[src/rtl/systolic_ctrl_if.sv]
// Job/feed/result handshake bundle between systolic_ctrl and its job source, array muxes and result consumer.
// master = job source/consumer side, slave = controller side.
interface systolic_ctrl_if #(
    parameter int N  = 4,
    parameter int KW = 8,
    parameter int RW = 2
);
    logic          start;
    logic [KW-1:0] k_len;
    logic          abort;
    logic          busy;
    logic          done;
    logic          start_err;
    logic          array_clr;
    logic          feed_en;
    logic [KW:0]   feed_t;
    logic [N-1:0]  lane_valid;
    logic          res_valid;
    logic          res_ready;
    logic [RW-1:0] res_row;

    modport master (
        output start, k_len, abort, res_ready,
        input  busy, done, start_err, array_clr, feed_en, feed_t, lane_valid, res_valid, res_row
    );

    modport slave (
        input  start, k_len, abort, res_ready,
        output busy, done, start_err, array_clr, feed_en, feed_t, lane_valid, res_valid, res_row
    );
endinterface

[src/rtl/systolic_ctrl.sv]
// Output-stationary systolic array sequencer: clear, skewed feed of K+2N-2 cycles, then N result rows.
// Start-to-first-row latency K+2N cycles; result rows hold under res_ready=0, abort/reset return to IDLE.
module systolic_ctrl #(
    parameter int N  = 4,
    parameter int KW = 8,
    parameter int RW = 2
) (
    input  logic           clk,
    input  logic           rst,
    systolic_ctrl_if.slave bus
);
    typedef enum logic [2:0] {
        S_IDLE,
        S_CLEAR,
        S_FEED,
        S_READ,
        S_DONE
    } state_t;

    localparam logic [KW:0]   TAIL     = (KW+1)'(2*N-3);
    localparam logic [RW-1:0] LAST_ROW = RW'(N-1);

    state_t        state_q, state_d;
    logic [KW-1:0] k_q, k_d;
    logic [KW:0]   feed_t_q, feed_t_d;
    logic [RW-1:0] res_row_q, res_row_d;
    logic          busy_q, busy_d;
    logic          done_q, done_d;
    logic          start_err_q, start_err_d;
    logic          res_valid_q, res_valid_d;
    logic [KW:0]   feed_last;
    logic          feed_en;
    logic [N-1:0]  lane_valid;

    assign feed_last = {1'b0, k_q} + TAIL;

    always_comb begin
        state_d     = state_q;
        k_d         = k_q;
        feed_t_d    = '0;
        res_row_d   = '0;
        start_err_d = 1'b0;
        case (state_q)
            S_IDLE: begin
                if (bus.start) begin
                    if (bus.k_len != '0) begin
                        k_d     = bus.k_len;
                        state_d = S_CLEAR;
                    end else begin
                        start_err_d = 1'b1;
                    end
                end
            end
            S_CLEAR: state_d = S_FEED;
            S_FEED: begin
                if (feed_t_q == feed_last) begin
                    state_d = S_READ;
                end else begin
                    feed_t_d = feed_t_q + (KW+1)'(1);
                end
            end
            S_READ: begin
                // res_valid is always high in READ, so ready alone completes the handshake
                res_row_d = res_row_q;
                if (bus.res_ready) begin
                    if (res_row_q == LAST_ROW) begin
                        state_d   = S_DONE;
                        res_row_d = '0;
                    end else begin
                        res_row_d = res_row_q + RW'(1);
                    end
                end
            end
            S_DONE:  state_d = S_IDLE;
            default: state_d = S_IDLE;
        endcase
        if ((state_q != S_IDLE) && bus.abort) begin
            state_d   = S_IDLE;
            feed_t_d  = '0;
            res_row_d = '0;
        end
        busy_d      = (state_d != S_IDLE);
        done_d      = (state_d == S_DONE);
        res_valid_d = (state_d == S_READ);
    end

    always_ff @(posedge clk) begin
        if (!rst) begin
            state_q     <= S_IDLE;
            k_q         <= '0;
            feed_t_q    <= '0;
            res_row_q   <= '0;
            busy_q      <= 1'b0;
            done_q      <= 1'b0;
            start_err_q <= 1'b0;
            res_valid_q <= 1'b0;
        end else begin
            state_q     <= state_d;
            k_q         <= k_d;
            feed_t_q    <= feed_t_d;
            res_row_q   <= res_row_d;
            busy_q      <= busy_d;
            done_q      <= done_d;
            start_err_q <= start_err_d;
            res_valid_q <= res_valid_d;
        end
    end

    assign feed_en = (state_q == S_FEED);

    // lane i carries element t-i; the short-circuit keeps t-i from being used when it would underflow
    always_comb begin
        lane_valid = '0;
        for (int i = 0; i < N; i++) begin
            if (feed_en && (feed_t_q >= (KW+1)'(i)) && ((feed_t_q - (KW+1)'(i)) < {1'b0, k_q})) begin
                lane_valid[i] = 1'b1;
            end
        end
    end

    assign bus.busy       = busy_q;
    assign bus.done       = done_q;
    assign bus.start_err  = start_err_q;
    assign bus.array_clr  = (state_q == S_CLEAR) || !rst;
    assign bus.feed_en    = feed_en;
    assign bus.feed_t     = feed_t_q;
    assign bus.lane_valid = lane_valid;
    assign bus.res_valid  = res_valid_q;
    assign bus.res_row    = res_row_q;
endmodule

[src/flat_wrapper.sv]
// flat-port wrapper written by rule: the top's interface ports become plain ports
module systolic_ctrl_flat 
#(
    parameter int N  = 4,
    parameter int KW = 8,
    parameter int RW = 2
)
  (clk, rst, bus_start, bus_k_len, bus_abort, bus_res_ready, bus_busy, bus_done, bus_start_err, bus_array_clr, bus_feed_en, bus_feed_t, bus_lane_valid, bus_res_valid, bus_res_row);
  systolic_ctrl_if #(.N(N), .KW(KW), .RW(RW)) bus_i ();
  input  logic clk;
  input  logic rst;
  input wire logic [$bits(bus_i.start)-1:0] bus_start;
  input wire logic [$bits(bus_i.k_len)-1:0] bus_k_len;
  input wire logic [$bits(bus_i.abort)-1:0] bus_abort;
  input wire logic [$bits(bus_i.res_ready)-1:0] bus_res_ready;
  output wire logic [$bits(bus_i.busy)-1:0] bus_busy;
  output wire logic [$bits(bus_i.done)-1:0] bus_done;
  output wire logic [$bits(bus_i.start_err)-1:0] bus_start_err;
  output wire logic [$bits(bus_i.array_clr)-1:0] bus_array_clr;
  output wire logic [$bits(bus_i.feed_en)-1:0] bus_feed_en;
  output wire logic [$bits(bus_i.feed_t)-1:0] bus_feed_t;
  output wire logic [$bits(bus_i.lane_valid)-1:0] bus_lane_valid;
  output wire logic [$bits(bus_i.res_valid)-1:0] bus_res_valid;
  output wire logic [$bits(bus_i.res_row)-1:0] bus_res_row;
  assign bus_i.start = bus_start;
  assign bus_i.k_len = bus_k_len;
  assign bus_i.abort = bus_abort;
  assign bus_i.res_ready = bus_res_ready;
  assign bus_busy = bus_i.busy;
  assign bus_done = bus_i.done;
  assign bus_start_err = bus_i.start_err;
  assign bus_array_clr = bus_i.array_clr;
  assign bus_feed_en = bus_i.feed_en;
  assign bus_feed_t = bus_i.feed_t;
  assign bus_lane_valid = bus_i.lane_valid;
  assign bus_res_valid = bus_i.res_valid;
  assign bus_res_row = bus_i.res_row;
  systolic_ctrl #(.N(N), .KW(KW), .RW(RW)) u_core (.clk(clk), .rst(rst), .bus(bus_i));
endmodule
[config.mk]
export PLATFORM = sky130hd
export DESIGN_NAME = systolic_ctrl_flat
export DESIGN_NICKNAME = d
export VERILOG_FILES = /design/src/rtl/systolic_ctrl_if.sv /design/src/rtl/systolic_ctrl.sv /design/src/flat_wrapper.sv
export SDC_FILE = /design/constraint.sdc
export NUM_CORES = 1
export LEC_CHECK = 0
export ABC_AREA = 0
export CAP_MARGIN = 0
export CELL_PAD_IN_SITES_DETAIL_PLACEMENT = 1
export CELL_PAD_IN_SITES_GLOBAL_PLACEMENT = 1
export CORE_MARGIN = 4
export CORE_UTILIZATION = 43
export CTS_BUF_LIST = sky130_fd_sc_hd__clkbuf_2
export DETAILED_ROUTE_END_ITERATION = 10
export PLACE_DENSITY_LB_ADDON = 0.1
export SYNTH_ARGS = -nofsm -noshare
export SYNTH_HDL_FRONTEND = slang
export SYNTH_SLANG_ARGS = --single-unit
[constraint.sdc]
create_clock -name clk -period 3.2 [get_ports clk]
set_clock_uncertainty 0.05 [all_clocks]
set_input_delay 0.64 -clock clk [delete_from_list [all_inputs] [get_ports clk]]
set_output_delay 0.64 -clock clk [all_outputs]
set_load 0.01 [all_outputs]
Yosys cells after proc, flatten, opt, wreduce, memory -nomap -nowiden
Cells that the tools add are included.
Storage, ports and cells
  register bits: 26
  output and inout bits: 21
  input bits: 13
  word-level logic and storage cells: 64
Cells by class
  reductions and logical operators: 19
  bitwise logic cells: 3
  equality and inequality tests: 7
  magnitude comparators: 8
  mux-type cells: 13
  add/sub/neg operators: 6
Operator list (count)
  9-bit by 8-bit less-than comparator with 1-bit output: 4
  9-bit by 1-bit greater-or-equal comparator with 1-bit output, second input constant: 2
  9-bit by 2-bit greater-or-equal comparator with 1-bit output, second input constant: 2
  3-bit two-way mux: 6
  9-bit by 2-bit subtractor with 9-bit output, second input constant: 2
  3-bit one-hot mux with 4 select lines: 1
  8-bit by 3-bit adder with 9-bit output, second input constant: 1
  9-bit by 1-bit adder with 9-bit output, second input constant: 1
  3-bit by 2-bit == test with 1-bit output, second input constant: 3
  9-bit == test: 1
  1-bit logical AND: 9
  9-bit by 1-bit subtractor with 9-bit output, second input constant: 1
  8-bit nonzero test: 1
  3-bit AND reduction: 2
  3-bit nonzero test: 2
  1-bit two-way mux: 5
  4-bit OR reduction: 1
  3-bit by 1-bit == test with 1-bit output, second input constant: 1
  3-bit == test, second input constant: 1
  3-bit logical NOT: 1
  1-bit inverter: 3
  3-bit OR reduction: 1
  2-bit by 1-bit adder with 2-bit output, second input constant: 1
  2-bit == test, second input constant: 1
  3 further kinds: 3

Longest topological paths before layout
  word-level depth: 6
  depth in mapped cells: 11
  gate-level depth less buffers: 10

Worst setup path after synthesis
Ideal clock, no wire load.
  path kind: reg2out
  from: register u_core.feed_t_q[5], in the netlist u_core.bus.feed_t[5]
  to: output bus_lane_valid[3]
  arrival time: 2.384 ns
  setup slack: 0.126 ns
  required time: 2.510 ns
  cell stages (with the launch flop): 9
  cell sequence: dfxtp_1 > buf_2 > or4_4 > or2_4 > a21oi_1 > xor2_1 > ha_1 > a2111oi_0 > and3_1
On the way
  longest elaborated chain between the ends: 4
  elaborated cells between the ends (all ways): 6
  classes of those cells: add/sub (1); order compare (2); mux (1); reduce/logical (2)
Ends and longest elaborated chain
  from (decl): line systolic_ctrl.sv:25  | logic [KW:0] feed_t_q, feed_t_d;
  from (signal assigned): line systolic_ctrl.sv:100  | feed_t_q <= feed_t_d;
  9-bit by 2-bit subtractor with 9-bit output or 9-bit by 2-bit greater-or-equal comparator with 1-bit output (tied branches): line systolic_ctrl.sv:115  | if (feed_en && (feed_t_q >= (KW+1)'(i)) && ((feed_t_q - (KW+1)'(i)) < {1'b0, k_q})) begin
  9-bit by 8-bit less-than comparator with 1-bit output or 1-bit logical AND (tied branches): line systolic_ctrl.sv:115
  1-bit logical AND (*): line systolic_ctrl.sv:115
  1-bit two-way mux (*): line systolic_ctrl.sv:115
  to (decl): line flat_wrapper.sv:22  | output wire logic [$bits(bus_i.lane_valid)-1:0] bus_lane_valid;
Mark *: on every way between the ends. The rest lies on a longest branch, timed or not.

Final worst setup path
  from: register u_core.feed_t_q[0], in the netlist u_core.bus.feed_t[0]
  to: output bus_lane_valid[3]
The elaborated chain is that of the path after synthesis.

==> run_results.csv <==
group,metric,value,unit
sta,setup_violations,3,
synth,mappedNetlistArea,0.00250,mm²
synth,synth_top_family_by_area,"simple AND/OR/NAND/NOR gates",
routing,vias,2363,
global_route,antenna_found_initial,0,
power_and_ir_drop,p_sw_share,30.9,%
sta,timing.fmax,285,MHz
sta,tightest_slew,750,ps
final_layout,multi_input_area,0.00197,mm²
sta,hold_viol_final,0,
synth,yosysWarnings,0,
final_layout,final_cells,426,
setup_path,cp_num_buf_inv,4,
placement,hpwlAfterDp,5.46,mm
global_route,grt_pass1_wl,12.3,mm
synth,yosys.area_share.simple,23.5,%
global_route,grt_usage,21.1,%
placement,dp_cells,417,
placement,io_buffers,33,
power_and_ir_drop,max-vdd-ir-drop,0.243,mV
clocking,tritoncts.num_buffers,3,
synth,synthXorXnorAreaFrac,12.6,%
clocking,cts_num_sinks,26,
clocking,clockBufferDepth,2,
sta,final_max_slew_viol_count,0,
synth,ys_top_cells_by_count,"40 x ha_1, 35 x nand2_1, 26 x dfxtp_1, 23 x xor2_1, 19 x nor2_1",
routing,route.detailed.wl_per_inst,17.6,µm
sta,rsz0062_at_grt,"yes",
power_and_ir_drop,pwr-share-seq,43.3,%
setup_path,critical_path.max_stage_delay,380,ps
sta,period_minus_slack,3500,ps
power_and_ir_drop,pwr-share-clk,26.2,%
clocking,hold_buffers,0,
sta,setup_slack,-303,ps
final_layout,num_antenna_cells,0,
setup_path,cp_max_fo,5,
setup_path,required,2510,ps
final_layout,fillers,673,
hold_path,hp-class,"flip-flop to flip-flop",
routing,drc,0,
power_and_ir_drop,leakage,1.33,nW
setup_path,path_class,"flip-flop to primary output",
clocking,cts_tree,"yes",
routing,drt-pass1-iter-count,4,
synth,synth_edf_count,0,
placement,globalplace.congestion,0.911,
power_and_ir_drop,switchingPower,250,µW
final_layout,drive_above_1_share,26.3,%
sta,slew_headroom,50.0,%
synth,yosysTopAreaCellShare,20.8,%
final_layout,utilization,59.3,%
routing,vias_per_cell,5.55,
synth,synth_compound_area_share,16.2,%
setup_path,crit_arrival,2810,ps
power_and_ir_drop,p_per_area,244,mW/mm²
synth,synth_fp_nets,345,
setup_path,slowest_stage,"dfxtp_2",
synth,synth_area_leaders,"dfxtp_1 21%, ha_1 20%, xor2_1 8.0%, nand2_1 5.2%, xnor2_1 4.5%",
global_route,grt_pass1_vias,2556,
power_and_ir_drop,power,806,µW
setup_path,crit_family,"buffers and inverters",
die,dieArea,0.00711,mm²
routing,first_iter_violations,52,
synth,syn_avg_cell_area,8.57,µm²
outcome,status,"complete, but fails checks",
setup_path,worstPathCellList,"buf_4 -> buf_4 -> ha_1 -> buf_4 -> nor3_1 -> xor2_1 -> ha_1 -> o21a_1 -> o2111ai_1 -> and3_1 -> buf_2",
clocking,worstSkewPairLatency,380,ps
final_layout,areaGrowthSynthToFinish,32.1,%
synth,yosysMostFrequentCell,"ha_1",
synth,synthFlopType,"dfxtp_1",
power_and_ir_drop,power.share.combinational,30.5,%
die,coreArea,0.00557,mm²
clocking,cts_root_buffer,"clkbuf_2",
die,ios,34,
synth,synth_cell_type_count,51,
setup_path,endpoint_kind,"primary output",
clocking,htreeDepth,1,
setup_path,rr_worst_depth,8,
sta,holdWs,453,ps
setup_path,worst_path_most_repeated_cell,"buf_4",
die,rows,27,
final_layout,layout.nets,408,
synth,async_flop_share,0,%
synth,synthAdderAreaFrac,20.4,%
global_route,grt_max_degree,19,
flow_run,drv_cap,0,
synth,synth_seq_cells,26,
synth,synth_mux_area_share,0.400,%
sta,final.period_utilization,109,%
hold_path,holdPathStages,2,
routing,drt.antenna.violating_nets,0,
die,die_h,84.3,µm
die,die_w,84.3,µm
synth,synth_largest_area_cell,"dfxtp_1",
synth,yosysSeqAreaShare,20.8,%
outcome,failed_checks,"setup timing",
routing,wirelength,7.51,mm
global_route,grt_overflow_total,0,
setup_path,crit_path_start_kind,"flip-flop",
clocking,clk_pin_slew,270,ps
setup_path,path_depth,11,
synth,netlist_instances,292,
final_layout,seqCellArea,526,µm²
die,start_util,44.9,%
power_and_ir_drop,p_int,557,µW
[what timing repair did]
| item | in CTS | in global routing |
|---|---|---|
| buffers inserted | 5 | 1 |
| pin swaps | 16 | 13 |
| gates resized for setup | 41 | 19 |
| setup endpoints to repair | 4 | 4 |
[cells by family (layout without fill, tap and decap cells)]
| group | count (synthesis) | in the layout |
|---|---|---|
| simple gates | 105 | 105 |
| buf+inv | 29 | 91 |
| fa+ha+maj | 41 | 41 |
| flops | 26 | 26 |
| mux | 1 | 1 |
| xor+xnor | 36 | 36 |
| compound gates | 54 | 54 |
[power by group through the flow]
stage          logic, mW  clock network (mW)  registers [mW]
2_1_floorplan      0.137                   0           0.358
3_5_place_dp       0.224                   0           0.356
3_3_place_gp       0.217                   0           0.355
5_1_grt            0.274               0.228           0.352
4_1_cts            0.237               0.218           0.350
6_report           0.246               0.211           0.349
[cell usage in the layout, fill, tap and decap left out, types with 3 or more instances in the layout]
| master | n |
|---|---|
| o21ai_1 | 3 |
| o21ai_0 | 4 |
| clkbuf_2 | 3 |
| a21o_1 | 4 |
| buf_6 | 3 |
| nor2b_1 | 5 |
| clkdlybuf4s50_1 | 29 |
| dfxtp_2 | 4 |
| xor2_1 | 23 |
| dfxtp_1 | 22 |
| ha_4 | 3 |
| nand2_1 | 33 |
| nor4_1 | 5 |
| o21a_1 | 7 |
| a21oi_1 | 8 |
| ha_1 | 37 |
| a21boi_0 | 6 |
| nor4_2 | 9 |
| nor2_1 | 19 |
| inv_1 | 12 |
| nand3_1 | 4 |
| nor3_2 | 3 |
| nor3_1 | 11 |
| buf_2 | 4 |
| buf_4 | 36 |
| xnor2_1 | 11 |
[registers in the layout, summed over array words and instances (netlist names)]
register and flops:
u_core.bus.busy 1, u_core.bus.done 1, u_core.bus.feed_t 9, u_core.bus.res_row 2, u_core.bus.res_valid 1, u_core.bus.start_err 1
u_core.k_q 8, u_core.state_q 3
[final timing paths]
path / start / endpoint / slack (ps)
setup / recovery: u_core.bus.feed_t[0] / bus_lane_valid[3] / -300
hold / removal: u_core.k_q[7] / u_core.k_q[7] / 450
hold reg to reg: u_core.k_q[7] / u_core.k_q[7] / 450
setup reg to reg: u_core.k_q[0] / u_core.state_q[0] / 650
[layout make-up]
class | count | share of cell area [%]
Tap cell | 72 | 2.72
Clock inverter | 1 | 0.908
Multi-Input combinational cell | 237 | 59.6
Sequential cell | 26 | 15.9
Clock buffer | 3 | 0.454
Timing Repair Buffer | 72 | 18.6
Inverter | 15 | 1.85
[layer usage]
metal  track usage (%)  up-vias  part of all wire (%)
li1                  -     1161                     -
met1              25.4     1131                    44
met4              5.99        0                   2.5
met2              38.9       54                    50
met5                 0        -                     0
met3              2.75       17                   3.7
[per-stage QoR]
| stage | TNS, ps | setup slack (ps) | instance area (µm²) |
|---|---|---|---|
| after floorplan | 0 | 126 | 2500 |
| after global placement | -183 | -183 | 3090 |
| after detailed placement | -429 | -299 | 3090 |
| after CTS | -416 | -320 | 3220 |
| after global routing | -973 | -473 | 3310 |
| final | -428 | -303 | 3310 |
[worst min-delay path: stages (launching register included)]
cell      delay (ps)
dfxtp_1          380
nand2_1           50
a21boi_0          60
Note: power is estimated with default switching activity, not from simulation.
==> RTL edit: new RTL, same flow settings <==
Encoding of `state_t`: now one-hot (5 bits for 5 states).
--- a/src/rtl/systolic_ctrl.sv
+++ b/src/rtl/systolic_ctrl.sv
@@ -9,12 +9,12 @@
     input  logic           rst,
     systolic_ctrl_if.slave bus
 );
-    typedef enum logic [2:0] {
-        S_IDLE,
-        S_CLEAR,
-        S_FEED,
-        S_READ,
-        S_DONE
+    typedef enum logic [4:0] {
+        S_IDLE  = 5'b00001,
+        S_CLEAR = 5'b00010,
+        S_FEED  = 5'b00100,
+        S_READ  = 5'b01000,
+        S_DONE  = 5'b10000
     } state_t;
 
     localparam logic [KW:0]   TAIL     = (KW+1)'(2*N-3);
Function: same outputs for any inputs over 10 cycles, from zero or initial values and one cycle with rst low; not proved beyond that.
==> RTL edit against the unedited design <==
  * The run still ends with negative setup slack left
  * Sequential share of layout area up 0.50 points
  * Worst setup slack better by 0.17 ns
  * Sequential cell count up 2
  * Final cell count up 4.5%
  * Area after synthesis down 0.60%
  * Design area up 4.3%
  * Routed wire length up 14%
Power is not compared: it rests on default switching activity, and its combinational part moved more than twofold at a synthesized area within 25%.
==> RTL edit: results (changes against the unedited design) <==
setup_path:
  cp-startpoint: "u_core.bus.feed_t[1]"
  reg2reg_slack_ns: 0.79  # +0.14 ns
  slowest_delay_ns: 0.38  # about the same
  r2r_end: "u_core.bus.feed_t[2]"
  endpoint: "bus_lane_valid[3]"
  crit_fanout: 3  # -2
  critPathTopFamily: "compound AO/OA/AOI/OAI gates"
  arrival_ns: 2.64  # -0.17 ns
min_path:
  worstHoldStart: "u_core.bus.res_row[1]"
  min_to: "u_core.bus.res_row[1]"
run_status:
  violations: "negative setup slack"
  outcome: "finished, violations left"
grt:
  grt_use_met3: 0.0346  # +0.00707
  grtUsageMet1: 0.304  # +0.0497
  antenna_found_initial: 0  # unchanged
  first_global_vias: 2566  # +0.39%
  grt_pass1_wl_um: 13000  # +5.5%
  track_usage: 0.225  # +0.0141
  grt_max_degree: 17  # -2
yosys:
  synth_area_leaders: "dfxtp_1 (23%), ha_1 (20%), xor2_1 (6.3%)"
  synth_common_cells: "ha_1 (40), nor2_1 (37), dfxtp_1 (28), nand2_1 (22), xor2_1 (18)"
  syn_nets: 355  # +2.9%
  synth_compound_area_frac: 0.149  # -0.0126
  syn_avg_cell_area_sq_um: 8.24  # -3.9%
  synth_xor_xnor_area_share: 0.109  # -0.0168
  synth_cell_types: 50  # -2.0%
  seq_area_frac_synth: 0.225  # +0.0173
  yosys.area_share.adder: 0.201  # -0.00329
  synth.mux.area_fraction: 0.0442  # +0.0402
placement:
  place_ws_ns: -0.197  # +0.102 ns
  gp_congestion: 0.833  # -8.5%
  dp_hpwl_um: 5850  # +7.3%
  dp_cells: 436  # +4.6%
  place_area_sq_um: 3140  # +1.8%
finish:
  stdcell_count: 445  # +4.5%
  fin_nets: 427  # +4.7%
  drive_gt1_frac: 0.265  # +0.00270
  antenna-diode-count: 0  # unchanged
cts:
  clk_pin_slew_worst_paths_ns: 0.25  # -0.02 ns
  numCtsBuffers: 3  # unchanged
  clock_latency_ns: 0.40  # +0.02 ns
sta:
  slew_headroom: 0.708  # +0.207
  fin_setup_tns_ns: -0.173  # +0.255 ns
  worst_slack_ns: -0.129  # +0.174 ns
  setup_violations: 2  # -1
  timing.hold.ws_ns: 0.513  # +0.0597 ns
drt:
  num_vias: 2481  # +5.0%
  route.met3.wl_um: 273  # -2.2%
  dr_wl_met2_um: 4240  # +13%
  drt-met1-wl_um: 3870  # +18%
  drt_iter0_drc: 120  # +130%
  wire_per_inst_um: 19.2  # +8.7%
power:
  p_seq_mw: 0.432
  p_leak_nw: 1.49
  combPwrFrac: 0.471
-- RTL edit: cell types whose count changed after synthesis, sizes merged, moves of 5 or more --
cell    before  now
a21boi       6    0
mux2i        1   11
nand2       35   22
nand2b       1    6
nor2        19   38
nor3        15    9
nor4        14    4
o21ai        9   18
or3          1    6
xor2        23   18
-- RTL edit: final cells by class --
cell class / count / area (sq um)
clock buffers: 3 / 15.0
clock inverters: 1 / 30.0
fillers: 653 / 2120
inverters: 17 / 68.8
flip-flops and latches: 28 / 566
repair buffers: 77 / 662
well taps: 72 / 90.1
multi-input cells: 247 / 2020
-- RTL edit: what timing repair did --
| action | 4_1_cts | 5_1_grt |
|---|---|---|
| buffers inserted | 6 | 0 |
| setup endpoints to repair | 4 | 4 |
| gates resized for setup | 52 | 26 |
| pin swaps | 17 | 19 |
